$ cat config.mk
export PLATFORM = sky130hd
export DESIGN_NAME = ps2_keymatrix
export DESIGN_NICKNAME = d
export VERILOG_FILES = /design/src/rtl/ps2_keymatrix_pkg.sv /design/src/rtl/ps2_keymatrix_keymap.sv /design/src/rtl/ps2_keymatrix.sv
export SDC_FILE = /design/constraint.sdc
export NUM_CORES = 1
export LEC_CHECK = 0
export BUFFER_PORTS_ARGS = -buffer_cell sky130_fd_sc_hd__buf_2
export CAP_MARGIN = 20
export CORE_MARGIN = 3
export CORE_UTILIZATION = 40
export DETAILED_ROUTE_END_ITERATION = 8
export MAX_ROUTING_LAYER = met4
export SYNTH_ARGS = -nofsm -noshare
export SYNTH_HDL_FRONTEND = slang
export SYNTH_SLANG_ARGS = --single-unit
$ cat constraint.sdc
create_clock -name clock -period 3.45 [get_ports clock]
set_input_delay 0.69 -clock clock [delete_from_list [all_inputs] [get_ports clock]]
set_output_delay 0.69 -clock clock [all_outputs]
set_load 0.1 [all_outputs]
$ cat src/rtl/ps2_keymatrix_pkg.sv
// Shared types and constants for the PS/2 to Lynx key-matrix bridge.
package ps2_keymatrix_pkg;

   typedef enum logic [1:0] {IDLE, DATA, PARITY, STOP} rx_state_t;

   typedef struct packed {
      logic       valid;
      logic [3:0] row;
      logic [2:0] col;
   } keypos_t;

   localparam logic [7:0] PS2_EXT   = 8'hE0;
   localparam logic [7:0] PS2_BRK   = 8'hF0;
   localparam logic [7:0] PS2_PAUSE = 8'hE1;

   localparam int ROWS = 10;

   // Hotkey codes as {ext, scancode}
   localparam logic [8:0] KEY_CTRL_L = 9'h014;
   localparam logic [8:0] KEY_CTRL_R = 9'h114;
   localparam logic [8:0] KEY_ALT_L  = 9'h011;
   localparam logic [8:0] KEY_ALT_R  = 9'h111;
   localparam logic [8:0] KEY_DEL    = 9'h171;
   localparam logic [8:0] KEY_BKSP   = 9'h066;

   function automatic keypos_t mk(input logic [3:0] r, input logic [2:0] c);
      keypos_t p;
      p.valid = 1'b1;
      p.row   = r;
      p.col   = c;
      return p;
   endfunction

   // Keyboard status/ack bytes that never reach the decoder state.
   function automatic logic is_ignored(input logic [7:0] b);
      return b inside {8'hAA, 8'hFA, 8'hEE, 8'hFE, 8'h00, 8'hFF};
   endfunction

endpackage

$ cat src/rtl/ps2_keymatrix_keymap.sv
// Scancode set 2 {ext, code} to Lynx matrix position lookup.
module ps2_keymap
   import ps2_keymatrix_pkg::*;
(
   input  logic [8:0] i_key,
   output keypos_t    o_pos
);

   always_comb begin
      o_pos = '0;
      case (i_key)
         // Row 0: modifiers and navigation
         9'h016: o_pos = mk(4'd0, 3'd0);
         9'h076: o_pos = mk(4'd0, 3'd1);
         9'h172: o_pos = mk(4'd0, 3'd2);
         9'h058: o_pos = mk(4'd0, 3'd3);
         9'h014: o_pos = mk(4'd0, 3'd4);
         9'h114: o_pos = mk(4'd0, 3'd4);
         9'h011: o_pos = mk(4'd0, 3'd5);
         9'h111: o_pos = mk(4'd0, 3'd5);
         9'h00D: o_pos = mk(4'd0, 3'd6);
         9'h012: o_pos = mk(4'd0, 3'd7);
         9'h059: o_pos = mk(4'd0, 3'd7);
         9'h026: o_pos = mk(4'd1, 3'd0);
         9'h025: o_pos = mk(4'd1, 3'd1);
         9'h024: o_pos = mk(4'd1, 3'd2);
         9'h022: o_pos = mk(4'd1, 3'd3);
         9'h023: o_pos = mk(4'd1, 3'd4);
         9'h021: o_pos = mk(4'd1, 3'd5);
         9'h01E: o_pos = mk(4'd2, 3'd0);
         9'h015: o_pos = mk(4'd2, 3'd1);
         9'h01D: o_pos = mk(4'd2, 3'd2);
         9'h01C: o_pos = mk(4'd2, 3'd3);
         9'h01B: o_pos = mk(4'd2, 3'd4);
         9'h01A: o_pos = mk(4'd2, 3'd5);
         9'h02E: o_pos = mk(4'd3, 3'd0);
         9'h02D: o_pos = mk(4'd3, 3'd1);
         9'h02C: o_pos = mk(4'd3, 3'd2);
         9'h02A: o_pos = mk(4'd3, 3'd3);
         9'h02B: o_pos = mk(4'd3, 3'd4);
         9'h034: o_pos = mk(4'd3, 3'd5);
         9'h036: o_pos = mk(4'd4, 3'd0);
         9'h035: o_pos = mk(4'd4, 3'd1);
         9'h033: o_pos = mk(4'd4, 3'd2);
         9'h032: o_pos = mk(4'd4, 3'd3);
         9'h031: o_pos = mk(4'd4, 3'd4);
         9'h03D: o_pos = mk(4'd5, 3'd0);
         9'h03E: o_pos = mk(4'd5, 3'd1);
         9'h03C: o_pos = mk(4'd5, 3'd2);
         9'h03B: o_pos = mk(4'd5, 3'd3);
         9'h03A: o_pos = mk(4'd5, 3'd4);
         9'h046: o_pos = mk(4'd6, 3'd0);
         9'h043: o_pos = mk(4'd6, 3'd1);
         9'h044: o_pos = mk(4'd6, 3'd2);
         9'h042: o_pos = mk(4'd6, 3'd3);
         9'h041: o_pos = mk(4'd6, 3'd4);
         9'h045: o_pos = mk(4'd7, 3'd0);
         9'h04D: o_pos = mk(4'd7, 3'd1);
         9'h04B: o_pos = mk(4'd7, 3'd2);
         9'h049: o_pos = mk(4'd7, 3'd3);
         9'h04C: o_pos = mk(4'd7, 3'd4);
         // Row 8: punctuation and cursor keys
         9'h04E: o_pos = mk(4'd8, 3'd0);
         9'h054: o_pos = mk(4'd8, 3'd1);
         9'h175: o_pos = mk(4'd8, 3'd2);
         9'h052: o_pos = mk(4'd8, 3'd3);
         9'h04A: o_pos = mk(4'd8, 3'd4);
         9'h174: o_pos = mk(4'd8, 3'd5);
         9'h16B: o_pos = mk(4'd8, 3'd6);
         9'h055: o_pos = mk(4'd9, 3'd0);
         9'h05B: o_pos = mk(4'd9, 3'd1);
         9'h171: o_pos = mk(4'd9, 3'd2);
         9'h029: o_pos = mk(4'd9, 3'd3);
         9'h066: o_pos = mk(4'd9, 3'd4);
         9'h05D: o_pos = mk(4'd9, 3'd5);
         9'h05A: o_pos = mk(4'd9, 3'd6);
         9'h15A: o_pos = mk(4'd9, 3'd6);
         default: o_pos = '0;
      endcase
   end

endmodule

$ cat src/rtl/ps2_keymatrix.sv
// PS/2 keyboard receiver, scancode decoder and Lynx 10x8 key matrix with
// keyboard-driven reset/multiboot requests.
module ps2_keymatrix
   import ps2_keymatrix_pkg::*;
#(
   parameter int FILTER  = 8,
   parameter int TIMEOUT = 16000
) (
   input  logic       clock,
   input  logic       reset,
   input  logic       ce,
   input  logic [1:0] ps2,
   input  logic [3:0] row,
   output logic [7:0] dout,   // 'do' is a reserved word, hence dout
   output logic       kreset,
   output logic       kboot
);

   localparam int FW = $clog2(FILTER + 1);
   localparam int TW = $clog2(TIMEOUT + 1);

   logic [1:0]    r_clk_sync;
   logic [1:0]    r_dat_sync;
   logic          r_fclk;
   logic [FW-1:0] r_fcnt;
   logic          w_flip;
   logic          w_fall;
   logic          w_data;

   rx_state_t     r_state;
   logic [2:0]    r_bitcnt;
   logic [7:0]    r_shift;
   logic          r_par_ok;
   logic [TW-1:0] r_tcnt;
   logic          r_byte_vld;
   logic [7:0]    r_byte;

   logic          r_ext;
   logic          r_brk;
   logic [2:0]    r_skip;
   logic [7:0]    r_matrix [ROWS];
   logic          r_ctrl_l, r_ctrl_r, r_alt_l, r_alt_r, r_del, r_bksp;
   logic [8:0]    w_key;
   keypos_t       w_pos;
   logic          w_ctrl;
   logic          w_alt;

   always_ff @(posedge clock or negedge reset) begin
      if (!reset) begin
         r_clk_sync <= 2'b11;
         r_dat_sync <= 2'b11;
      end else if (ce) begin
         r_clk_sync <= {r_clk_sync[0], ps2[0]};
         r_dat_sync <= {r_dat_sync[0], ps2[1]};
      end
   end

   // Glitch filter: the clock level flips only after FILTER differing samples in a row.
   assign w_flip = ce && (r_clk_sync[1] != r_fclk) && (r_fcnt == FW'(FILTER - 1));
   assign w_fall = w_flip && r_fclk;
   assign w_data = r_dat_sync[1];

   always_ff @(posedge clock or negedge reset) begin
      if (!reset) begin
         r_fclk <= 1'b1;
         r_fcnt <= '0;
      end else if (ce) begin
         if (r_clk_sync[1] == r_fclk) begin
            r_fcnt <= '0;
         end else if (w_flip) begin
            r_fclk <= ~r_fclk;
            r_fcnt <= '0;
         end else begin
            r_fcnt <= r_fcnt + 1'b1;
         end
      end
   end

   always_ff @(posedge clock or negedge reset) begin
      if (!reset) begin
         r_state    <= IDLE;
         r_bitcnt   <= '0;
         r_shift    <= '0;
         r_par_ok   <= 1'b0;
         r_tcnt     <= '0;
         r_byte_vld <= 1'b0;
         r_byte     <= '0;
      end else if (ce) begin
         r_byte_vld <= 1'b0;
         if (w_fall) begin
            r_tcnt <= '0;
            case (r_state)
               IDLE: begin
                  if (!w_data) begin
                     r_state  <= DATA;
                     r_bitcnt <= '0;
                  end
               end
               DATA: begin
                  r_shift  <= {w_data, r_shift[7:1]};
                  r_bitcnt <= r_bitcnt + 3'd1;
                  if (r_bitcnt == 3'd7) r_state <= PARITY;
               end
               PARITY: begin
                  r_par_ok <= ^{r_shift, w_data};
                  r_state  <= STOP;
               end
               STOP: begin
                  if (w_data && r_par_ok) begin
                     r_byte_vld <= 1'b1;
                     r_byte     <= r_shift;
                  end
                  r_state <= IDLE;
               end
               default: r_state <= IDLE;
            endcase
         end else if (r_state != IDLE) begin
            // A keyboard that stops mid-frame must not wedge the receiver.
            if (r_tcnt == TW'(TIMEOUT - 1)) begin
               r_state <= IDLE;
               r_tcnt  <= '0;
            end else begin
               r_tcnt <= r_tcnt + 1'b1;
            end
         end else begin
            r_tcnt <= '0;
         end
      end
   end

   assign w_key = {r_ext, r_byte};

   ps2_keymap u_keymap (
      .i_key (w_key),
      .o_pos (w_pos)
   );

   always_ff @(posedge clock or negedge reset) begin
      if (!reset) begin
         r_ext    <= 1'b0;
         r_brk    <= 1'b0;
         r_skip   <= '0;
         r_ctrl_l <= 1'b0;
         r_ctrl_r <= 1'b0;
         r_alt_l  <= 1'b0;
         r_alt_r  <= 1'b0;
         r_del    <= 1'b0;
         r_bksp   <= 1'b0;
         for (int i = 0; i < ROWS; i++) r_matrix[i] <= 8'hFF;
      end else if (ce && r_byte_vld) begin
         if (r_skip != 3'd0) begin
            r_skip <= r_skip - 3'd1;
         end else if (r_byte == PS2_EXT) begin
            r_ext <= 1'b1;
         end else if (r_byte == PS2_BRK) begin
            r_brk <= 1'b1;
         end else if (r_byte == PS2_PAUSE) begin
            r_skip <= 3'd7;
         end else if (!is_ignored(r_byte)) begin
            // Make clears the bit (active-low), break sets it.
            if (w_pos.valid && (w_pos.row < 4'(ROWS)))
               r_matrix[w_pos.row][w_pos.col] <= r_brk;
            case (w_key)
               KEY_CTRL_L: r_ctrl_l <= ~r_brk;
               KEY_CTRL_R: r_ctrl_r <= ~r_brk;
               KEY_ALT_L:  r_alt_l  <= ~r_brk;
               KEY_ALT_R:  r_alt_r  <= ~r_brk;
               KEY_DEL:    r_del    <= ~r_brk;
               KEY_BKSP:   r_bksp   <= ~r_brk;
               default: ;
            endcase
            r_ext <= 1'b0;
            r_brk <= 1'b0;
         end
      end
   end

   always_comb begin
      dout = 8'hFF;
      if (row < 4'(ROWS)) dout = r_matrix[row];
   end

   assign w_ctrl = r_ctrl_l | r_ctrl_r;
   assign w_alt  = r_alt_l | r_alt_r;
   assign kreset = ~(w_ctrl & w_alt & r_del);
   assign kboot  = w_ctrl & w_alt & r_bksp;

endmodule

# Word level (Yosys, flattened, before mapping)
# Cells that the tools add are included.
# classes
bitwise_logic,16
n_mux,35
magnitude_cmp,7
eq_ne,90
addsub,4
reduce_logical,38
# op_table
cell,count
one-hot mux 8 bit (60 select lines),1
equality test 9 x 6 -> 1 bit (second input constant),23
equality test 9 x 7 -> 1 bit (second input constant),22
equality test 9 x 5 -> 1 bit (second input constant),10
bitwise mux 80 bit,1
equality test 9 bit (second input constant),8
equality test 8 bit (second input constant),8
AND reduction 7 bit,7
2-to-1 mux 14 bit,3
binary-select mux 8 bit (select 4 bit),1
demux 8 bit (select 4 bit),1
2-to-1 mux 8 bit,4
inequality test 2 bit (second input constant),8
2-to-1 mux 3 bit,5
AND reduction 5 bit,3
adder 14 x 1 -> 14 bit (second input constant),1
equality test 14 bit (second input constant),1
AND reduction 4 bit,3
>= comparator 5 bit (second input constant),2
2-to-1 mux 2 bit,5
NOT 4 -> 5 bit,2
nonzero test 2 bit,5
equality test 9 x 4 -> 1 bit (second input constant),1
2-to-1 mux 1 bit,9
other kinds (29),56
# word_totals
inputBits,9
out_inout_bits,10
reg_bits,137

# Depth between registers and ports, before layout
# Gate-level depths: netlist of the first run.
# depth
depth_word,10
ltp_mapped,12
ltp_nobuf,10

# Hierarchy
# From an unflattened synthesis of the first run, not the netlist that was laid out.
# hier_totals
hier_cells,861
area_unflattened_um2,8767.2
# by_module_without_submodules
mod,area_each_um2,n_inst,cells_each
ps2_keymatrix,7626.1,1,687
ps2_keymap,1141.1,1,174

# Worst setup path before layout of the first run
# Ideal clock, no wire load.
# synth_timing
path_type,input-to-output
start,input port row[0]
end,output port dout[3]
cell_stages,5
n_path_buf,2
required_ns,2.760
arrival_ns,4.042
slack_ns,-1.282
cell_sequence,clkbuf_1 -> buf_1 -> mux4_2 -> o22ai_1 -> o21ai_0
# synth_via
elab_chain_cells,5
elab_cells_between_ends,6
cone_classes,order compare (1); mux (4); bitwise (1)
# synth_rtl
element,line_no,source
start: declaration,ps2_keymatrix.sv:13,"input logic [3:0] row,"
NOT 4 -> 5 bit (implied by the code),ps2_keymatrix.sv:180,if (row < 4'(ROWS)) dout = r_matrix[row];
binary-select mux 8 bit (select 4 bit),ps2_keymatrix.sv:180,
2-to-1 mux 8 bit (implied by the code) (2 in series),ps2_keymatrix.sv:180,
2-to-1 mux 8 bit *,ps2_keymatrix.sv:180,
end: declaration,ps2_keymatrix.sv:14,"output logic [7:0] dout,"
# Mark *: on every way between the ends. The rest lies on a longest branch, timed or not. The select of a mux whose other input is x is not followed.

# Final worst setup path of the first run
# layout_timing
start,register r_byte[1]
end,register r_matrix[12] in the netlist's numbering
# layout_via
elab_chain_cells,10
elab_cells_between_ends,98
cone_classes,order compare (5); eq/ne (72); mux (6); bitwise (5); reduce/logical (10)
# layout_rtl
element,line_no,source
start: declaration,ps2_keymatrix.sv:36,logic [7:0] r_byte;
start signal: assignment,ps2_keymatrix.sv:111,r_byte <= r_shift;
equality test 9 x 7 -> 1 bit (tied with other cells),ps2_keymatrix_keymap.sv:11,case (i_key)
OR reduction 2 bit (no line),n/a,
one-hot mux 8 bit (60 select lines),ps2_keymatrix_keymap.sv:11,
less-than comparator 3 x 4 -> 1 bit (implied by the code) or >= comparator 3 x 1 -> 1 bit (tied branches),ps2_keymatrix.sv:162,r_matrix[w_pos.row][w_pos.col] <= r_brk;
logical AND 1 bit (implied by the code),ps2_keymatrix.sv:162,
2-to-1 mux 1 bit (implied by the code),ps2_keymatrix.sv:162,
demux 1 bit (select 3 bit),ps2_keymatrix.sv:162,
2-to-1 mux 8 bit (implied by the code),ps2_keymatrix.sv:162,
demux 8 bit (select 4 bit),ps2_keymatrix.sv:162,
bitwise mux 80 bit,ps2_keymatrix.sv:162,
end signal: indexed assignment,ps2_keymatrix.sv:162,
end: declaration,ps2_keymatrix.sv:41,logic [7:0] r_matrix [ROWS];
# Several ways; a longest one is shown, not always the timed one.
# A chain may end at the register's enable or synchronous reset.

==> metrics.yaml, run 1 <==
clock_tree:
  clkLatencyLatePin_ns: 0.41
  cts_tree: "yes"
  cts_hold_buf: 0
  clk_pin_slew_ns: 0.06
  htree_levels: 4
  clockBufferDepth: 2
  clock_sinks: 137
  cts_root_buffer: "clkbuf_16"
  numCtsBuffers: 17
yosys:
  yosysWarnings: 0
  syn_area_sq_um: 7795
  syn_avg_cell_area_sq_um: 10.44
  ys_seq_area_share_pct: 45.35
  syn_nets: 766
  synth_edf_count: 0
  synth_top_area_share_pct: 28.65
  yosysTopAreaCell: "dfstp_2"
  ys_types: 70
  async_reset_ff_share_pct: 100.0
  synth_area_leaders: "dfstp_2 (29%), dfrtp_1 (17%), mux2_2 (12%), mux4_2 (4.6%), nand2_1 (3.7%)"
  ys_seq_elements: 137
  synthCells: 747
  ys.flop_type: "dfstp_2"
floorplanning:
  die_w_microns: 145.6
  dieHeight_microns: 145.6
  start_util_pct: 41.26
  die_area_sq_um: 21200
  core_sq_um: 18890
  rows: 50
  ioPinCount: 19
power:
  p_sw_share_pct: 22.24
  netSwitchingPower_uw: 858.3
  p_total_uw: 3860
  total_leakage_power_uw: 0.003711
  ir_drop_mv: 0.2809
  intPower_uw: 3002
  pwr-share-comb_pct: 6.0
  power.share.clock_pct: 50.8
  p_seq_share_pct: 43.2
  power.density_nw_per_um2: 422.0
placed_design:
  gp_congestion: 0.9433
  dp_hpwl_mm: 14.22
  io_buffer_count: 18
  place_ws_ns: -0.02441
layout:
  syn_to_final_growth_pct: 17.35
  insertedDiodeCount: 0
  most-common-layout-cells: "mux2_2 (85), dfstp_2 (85), nand2_1 (77)"
  nNetsFinal: 795
  n_fill_cell: 1747
  layout-drive-gt1-share_pct: 40.43
worst_setup_path:
  cp_top_family: "simple AND/OR/NAND/NOR gates"
  rrSetupSlack_ns: 0.14
  r2r-start: "r_byte[1]$_DFFE_PN0P_"
  cp_cell_sequence: "buf_4 -> nand3b_1 -> or4_1 -> o221ai_1 -> nor2_1 -> and3_1 -> or3_1 -> buf_4 -> nor2_1 -> mux2_2"
  cpPeakStageDelay_ns: 0.60
  path_depth: 10
  crit_type: "flop to flop"
  worstPathMaxFanout: 13
  crit_path_end: "r_matrix[12]$_DFFE_PN1P_"
  start_kind: "flop"
  r2r_end: "r_matrix[12]$_DFFE_PN1P_"
  worst_r2r_path_depth: 10
  slowest_stage: "dfrtp_1"
  endpoint_kind: "flop"
  worstPathRequired_ns: 3.79
  cp-startpoint: "r_byte[1]$_DFFE_PN0P_"
  critPathBufInv: 2
  worstPathArrival_ns: 3.65
sta:
  setup_ws_ns: 0.1406
  hold_viol_final: 0
  worst_pin_slew_ns: 0.7712
  timing.hold.ws_ns: 0.1971
  min_period_over_period_pct: 95.92
  setup_viol: 0
  fin_crit_ns: 3.309
  finalMaxSlewViolations: 0
  relSlewSlack_pct: 47.86
  fin_skew_ns: 0.01088
  rsz0062_at_grt: "no"
  fmax_mhz: 302.2
route:
  via_per_inst: 5.616
  routed_wl_mm: 19.55
  drtIter0Drc: 420
  vias: 5891
  drc: 0
  drt_pass1_iterations: 5
  wire_per_inst_microns: 18.63
  ant_nets: 0
global_route:
  track_usage_pct: 19.63
  grt_max_degree: 62
  grt_remaining_overflow: 0
  grt_pass1_wl_mm: 32.55
  antenna_found_initial: 0
  first_global_vias: 6111
status:
  status: "finished clean"
hold_path:
  holdCritPathClass: "primary input to async pin"
flow_run:
  drv_cap: 0
-- registers in the layout (all words and copies together), names as in the netlist --
signal / flops
r_byte_vld: 1
r_tcnt: 14
r_ctrl_r: 1
r_del: 1
r_alt_r: 1
r_shift: 8
r_par_ok: 1
r_alt_l: 1
r_clk_sync: 2
r_fclk: 1
r_brk: 1
r_fcnt: 4
r_matrix: 80
r_state: 2
r_ext: 1
r_bitcnt: 3
r_byte: 8
r_ctrl_l: 1
r_skip: 3
r_bksp: 1
r_dat_sync: 2
-- layer usage --
metal / track usage (%) / part of all wire [%]
met2: 31.20 / 49
met1: 25.24 / 45
met5: - / 0
met3: 3.768 / 4.0
met4: 6.980 / 2.3
-- cell families after synthesis --
family | count (synthesis) | synth area share, %
simple gates | 273 | 18.40
flops | 137 | 45.35
compound gates | 119 | 9.952
mux | 107 | 17.75
buf+inv | 82 | 4.815
xor+xnor | 19 | 2.135
fa+ha+maj | 10 | 1.605
-- power by group through the flow --
| stage | combinational (uW) | sequential, uW | clock [uW] |
|---|---|---|---|
| after global routing | 253 | 1670 | 2080 |
| after CTS | 235 | 1670 | 2000 |
| final | 230 | 1670 | 1960 |
| after floorplan | 161 | 1690 | 0 |
| after global placement | 226 | 1690 | 0 |
| after detailed placement | 235 | 1690 | 0 |
-- how the worst min path moves through the flow --
stage,from,endpoint,cells past startpoint
after floorplan,reset,r_alt_l$_DFFE_PN0P_,0
after global placement,r_matrix[7]$_DFFE_PN1P_,r_matrix[7]$_DFFE_PN1P_,0
after detailed placement,r_matrix[30]$_DFFE_PN1P_,r_matrix[30]$_DFFE_PN1P_,0
after CTS,reset,r_bksp$_DFFE_PN0P_,1
after global routing,reset,r_bksp$_DFFE_PN0P_,1
final,reset,r_ctrl_r$_DFFE_PN0P_,1
-- final cells by class --
class                           count  area (sq um)  share of cell area (%)
Multi-Input combinational cell    528          3954                   43.22
Sequential cell                   137          3536                   38.65
Timing Repair Buffer               77         621.8                   6.798
Clock buffer                       24         524.3                   5.731
Tap cell                          260         325.3                   3.556
Clock inverter                      8         130.1                   1.423
Inverter                           15         56.30                  0.6155
-- synth_stat cells (5+ instances only) --
cell type	n
a21oi_1	15
a31oi_1	6
and3_1	5
buf_2	15
buf_4	5
clkbuf_1	42
dfrtp_1	52
dfstp_2	85
ha_1	10
inv_1	14
mux2_2	85
mux4_2	16
nand2_1	77
nand2b_1	14
nand3_1	26
nand4_1	11
nor2_1	53
nor2b_1	23
nor3_1	13
nor4_1	8
o21ai_0	44
o22ai_1	16
o31ai_1	6
or3_1	7
xnor2_1	12
xor2_1	7
-- metrics by stage --
stage	cells	cell area (sq um)	setup TNS [ns]	util, %
floorplan	747	7848	-0.002027	-
global placement	1016	8448	-1.344	44.72
detailed placement	1016	8448	-0.03909	44.72
CTS	1048	9112	0	48.23
global route	1049	9148	0	48.42
finish	1049	9148	0	48.42
-- timing repair --
item | 4_1_cts | 5_1_grt
endpoints found under the setup margin | 2 | 3
gates cloned | 0 | 0
resized for setup | 2 | 2
pin swaps | 0 | 0
setup buffers | 0 | 0
-- worst register-to-register path, delay by kind of cell (launching register included) --
kind | cells | cell delay [ns]
compound gates | 1 | 0.17
mux | 1 | 0.35
simple gates | 6 | 1.66
buf+inv | 2 | 0.46
flops | 1 | 0.60
No activity file was read; power rests on OpenSTA's default activity.
==> inputs of run 2 (changes only) <==
RECOVER_POWER = 25   (was not set)
==> run 2 against run 1 <==
  * The run now ends with max-capacitance violations, max-slew violations left
  * Setup slack got worse by 0.019 ns
  * Sequential power about the same
  * Via count is 0.59% higher
  * Cell count did not move
  * Clock power about the same
  * Flip-flop and latch count unchanged
  * Global-route usage stayed put
  * First-iteration DRC count is 6.0% lower
  * Non-clock buffer count is the same
  * Worst hold slack improved by 0.17 ns
  * Critical path type unchanged
  * Critical endpoint unchanged
  * Largest power group unchanged
  * Highest routed layer unchanged
==> metrics.yaml, run 2 (synthesis gave the netlist of run 1 again) <==
clock_tree:
  htree_levels: 4
  cts_root_buffer: "clkbuf_16"
  clockBufferDepth: 2
  cts_tree: "yes"
  clkLatencyLatePin_ns: 0.41
  clk_pin_slew_ns: 0.06
  clock_sinks: 137
  cts_hold_buf: 0
  numCtsBuffers: 17
placed_design:
  place_ws_ns: -0.02441
  gp_congestion: 0.9433
  dp.cells: 1016
  dp_hpwl_mm: 14.22
  io_buffer_count: 18
route:
  wire_per_inst_microns: 18.62
  via_per_inst: 5.649
  ant_nets: 0
  vias: 5926
  drt_pass1_iterations: 5
  drc: 0
  drtIter0Drc: 395
  routed_wl_mm: 19.54
floorplanning:
  start_util_pct: 41.26
  ioPinCount: 19
  die_area_sq_um: 21200
  die_w_microns: 145.6
  dieHeight_microns: 145.6
  rows: 50
  core_sq_um: 18890
power:
  power.density_nw_per_um2: 422.1
  total_leakage_power_uw: 0.003708
  ir_drop_mv: 0.2809
  p_total_uw: 3858
sta:
  worst_pin_slew_ns: 2.481
  timing.hold.ws_ns: 0.3637
  setup_ws_ns: 0.1213
  fin_crit_ns: 3.329
  setup_viol: 0
  hold_viol_final: 0
  fin_skew_ns: 0.01011
  finalMaxSlewViolations: 48
  fmax_mhz: 300.4
  relSlewSlack_pct: -65.41
  min_period_over_period_pct: 96.48
  rsz0062_at_grt: "no"
global_route:
  grt_remaining_overflow: 0
  grt_max_degree: 62
  track_usage_pct: 19.63
  antenna_found_initial: 0
  grt_pass1_wl_mm: 32.55
  first_global_vias: 6111
layout:
  instances_no_fill: 1049
  layout-drive-gt1-share_pct: 39.42
  syn_to_final_growth_pct: 17.26
  most-common-layout-cells: "mux2_2 (85), dfstp_2 (78), nand2_1 (77)"
  nNetsFinal: 795
  insertedDiodeCount: 0
  largest_register: "r_matrix"
  n_fill_cell: 1749
  final-seq-area_sq_um: 3536
  layout_commonest_cell: "mux2_2"
  top_regs: "r_matrix x80, r_tcnt x14"
  multi_input_comb_area_sq_um: 3954
  largest_reg_flops: 80
worst_setup_path:
  worstPathArrival_ns: 3.67
  worstPathRequired_ns: 3.79
  start_kind: "flop"
  endpoint_kind: "flop"
  worstPathMaxFanout: 13
  crit_type: "flop to flop"
  worst_r2r_path_depth: 10
hold_path:
  holdCritPathClass: "flop to flop"
  hold_path_depth: 0
status:
  violations: "max-capacitance violations, max-slew violations"
  status: "complete, but fails checks"
flow_run:
  drv_cap: 1
## run 2: worst paths after layout
path	start	end	slack, ns
worst max register to register	r_byte[1]$_DFFE_PN0P_	r_matrix[12]$_DFFE_PN1P_	0.12
worst max-delay path	r_byte[1]$_DFFE_PN0P_	r_matrix[12]$_DFFE_PN1P_	0.12
min in group asynchronous	reset	r_bksp$_DFFE_PN0P_	1.04
worst min register to register	r_matrix[23]$_DFFE_PN1P_	r_matrix[23]$_DFFE_PN1P_	0.36
worst min-delay path	r_matrix[23]$_DFFE_PN1P_	r_matrix[23]$_DFFE_PN1P_	0.36
max in group asynchronous	reset	r_matrix[8]$_DFFE_PN1P_	0.87
## run 2: worst max-delay path: stages (launching register included)
cell and delay [ns]:
dfrtp_1 0.61, buf_4 0.26, nand3b_1 0.18, or4_1 0.56
o221ai_1 0.17, nor2_1 0.12, and3_1 0.23, or3_1 0.43
buf_4 0.19, nor2_1 0.14, mux2_2 0.35
## run 2: stage by stage
stage / TNS (ns) / cell area (sq um) / util (%)
after floorplan: -0.002027 / 7848 / -
after global placement: -1.344 / 8448 / 44.72
after detailed placement: -0.03909 / 8448 / 44.72
after CTS: 0 / 9112 / 48.23
after global routing: 0 / 9140 / 48.38
final: 0 / 9140 / 48.38
## run 2: repair_timing
action	4_1_cts	5_1_grt
buffers inserted	0	0
endpoints found under the hold margin	0	0
endpoints found under the setup margin	2	3
gates resized for setup	2	2
## run 2: routing by layer
| metal | vias to the layer above | wire length, microns | GRT usage, % |
|---|---|---|---|
| met1 | 3000 | 8635 | 25.24 |
| li1 | 2738 | - | - |
| met2 | 149 | 9592 | 31.20 |
| met3 | 39 | 823 | 3.768 |
| met5 | - | 0 | - |
| met4 | 0 | 482 | 6.980 |
## run 2: final cells by class
cell class | instances | share of cell area, %
flip-flops and latches | 137 | 38.69
multi-input cells | 528 | 43.26
clock buffers | 24 | 5.736
inverters | 15 | 0.6160
clock inverters | 8 | 1.424
well taps | 260 | 3.559
repair buffers | 77 | 6.721
## run 2: power breakdown
| group | switching (uW) | internal [uW] | total [uW] |
|---|---|---|---|
| combinational | 159 | 70.5 | 230 |
| clock | 675 | 1290 | 1960 |
| sequential | 23.7 | 1640 | 1670 |
| total | 858 | 3000 | 3860 |
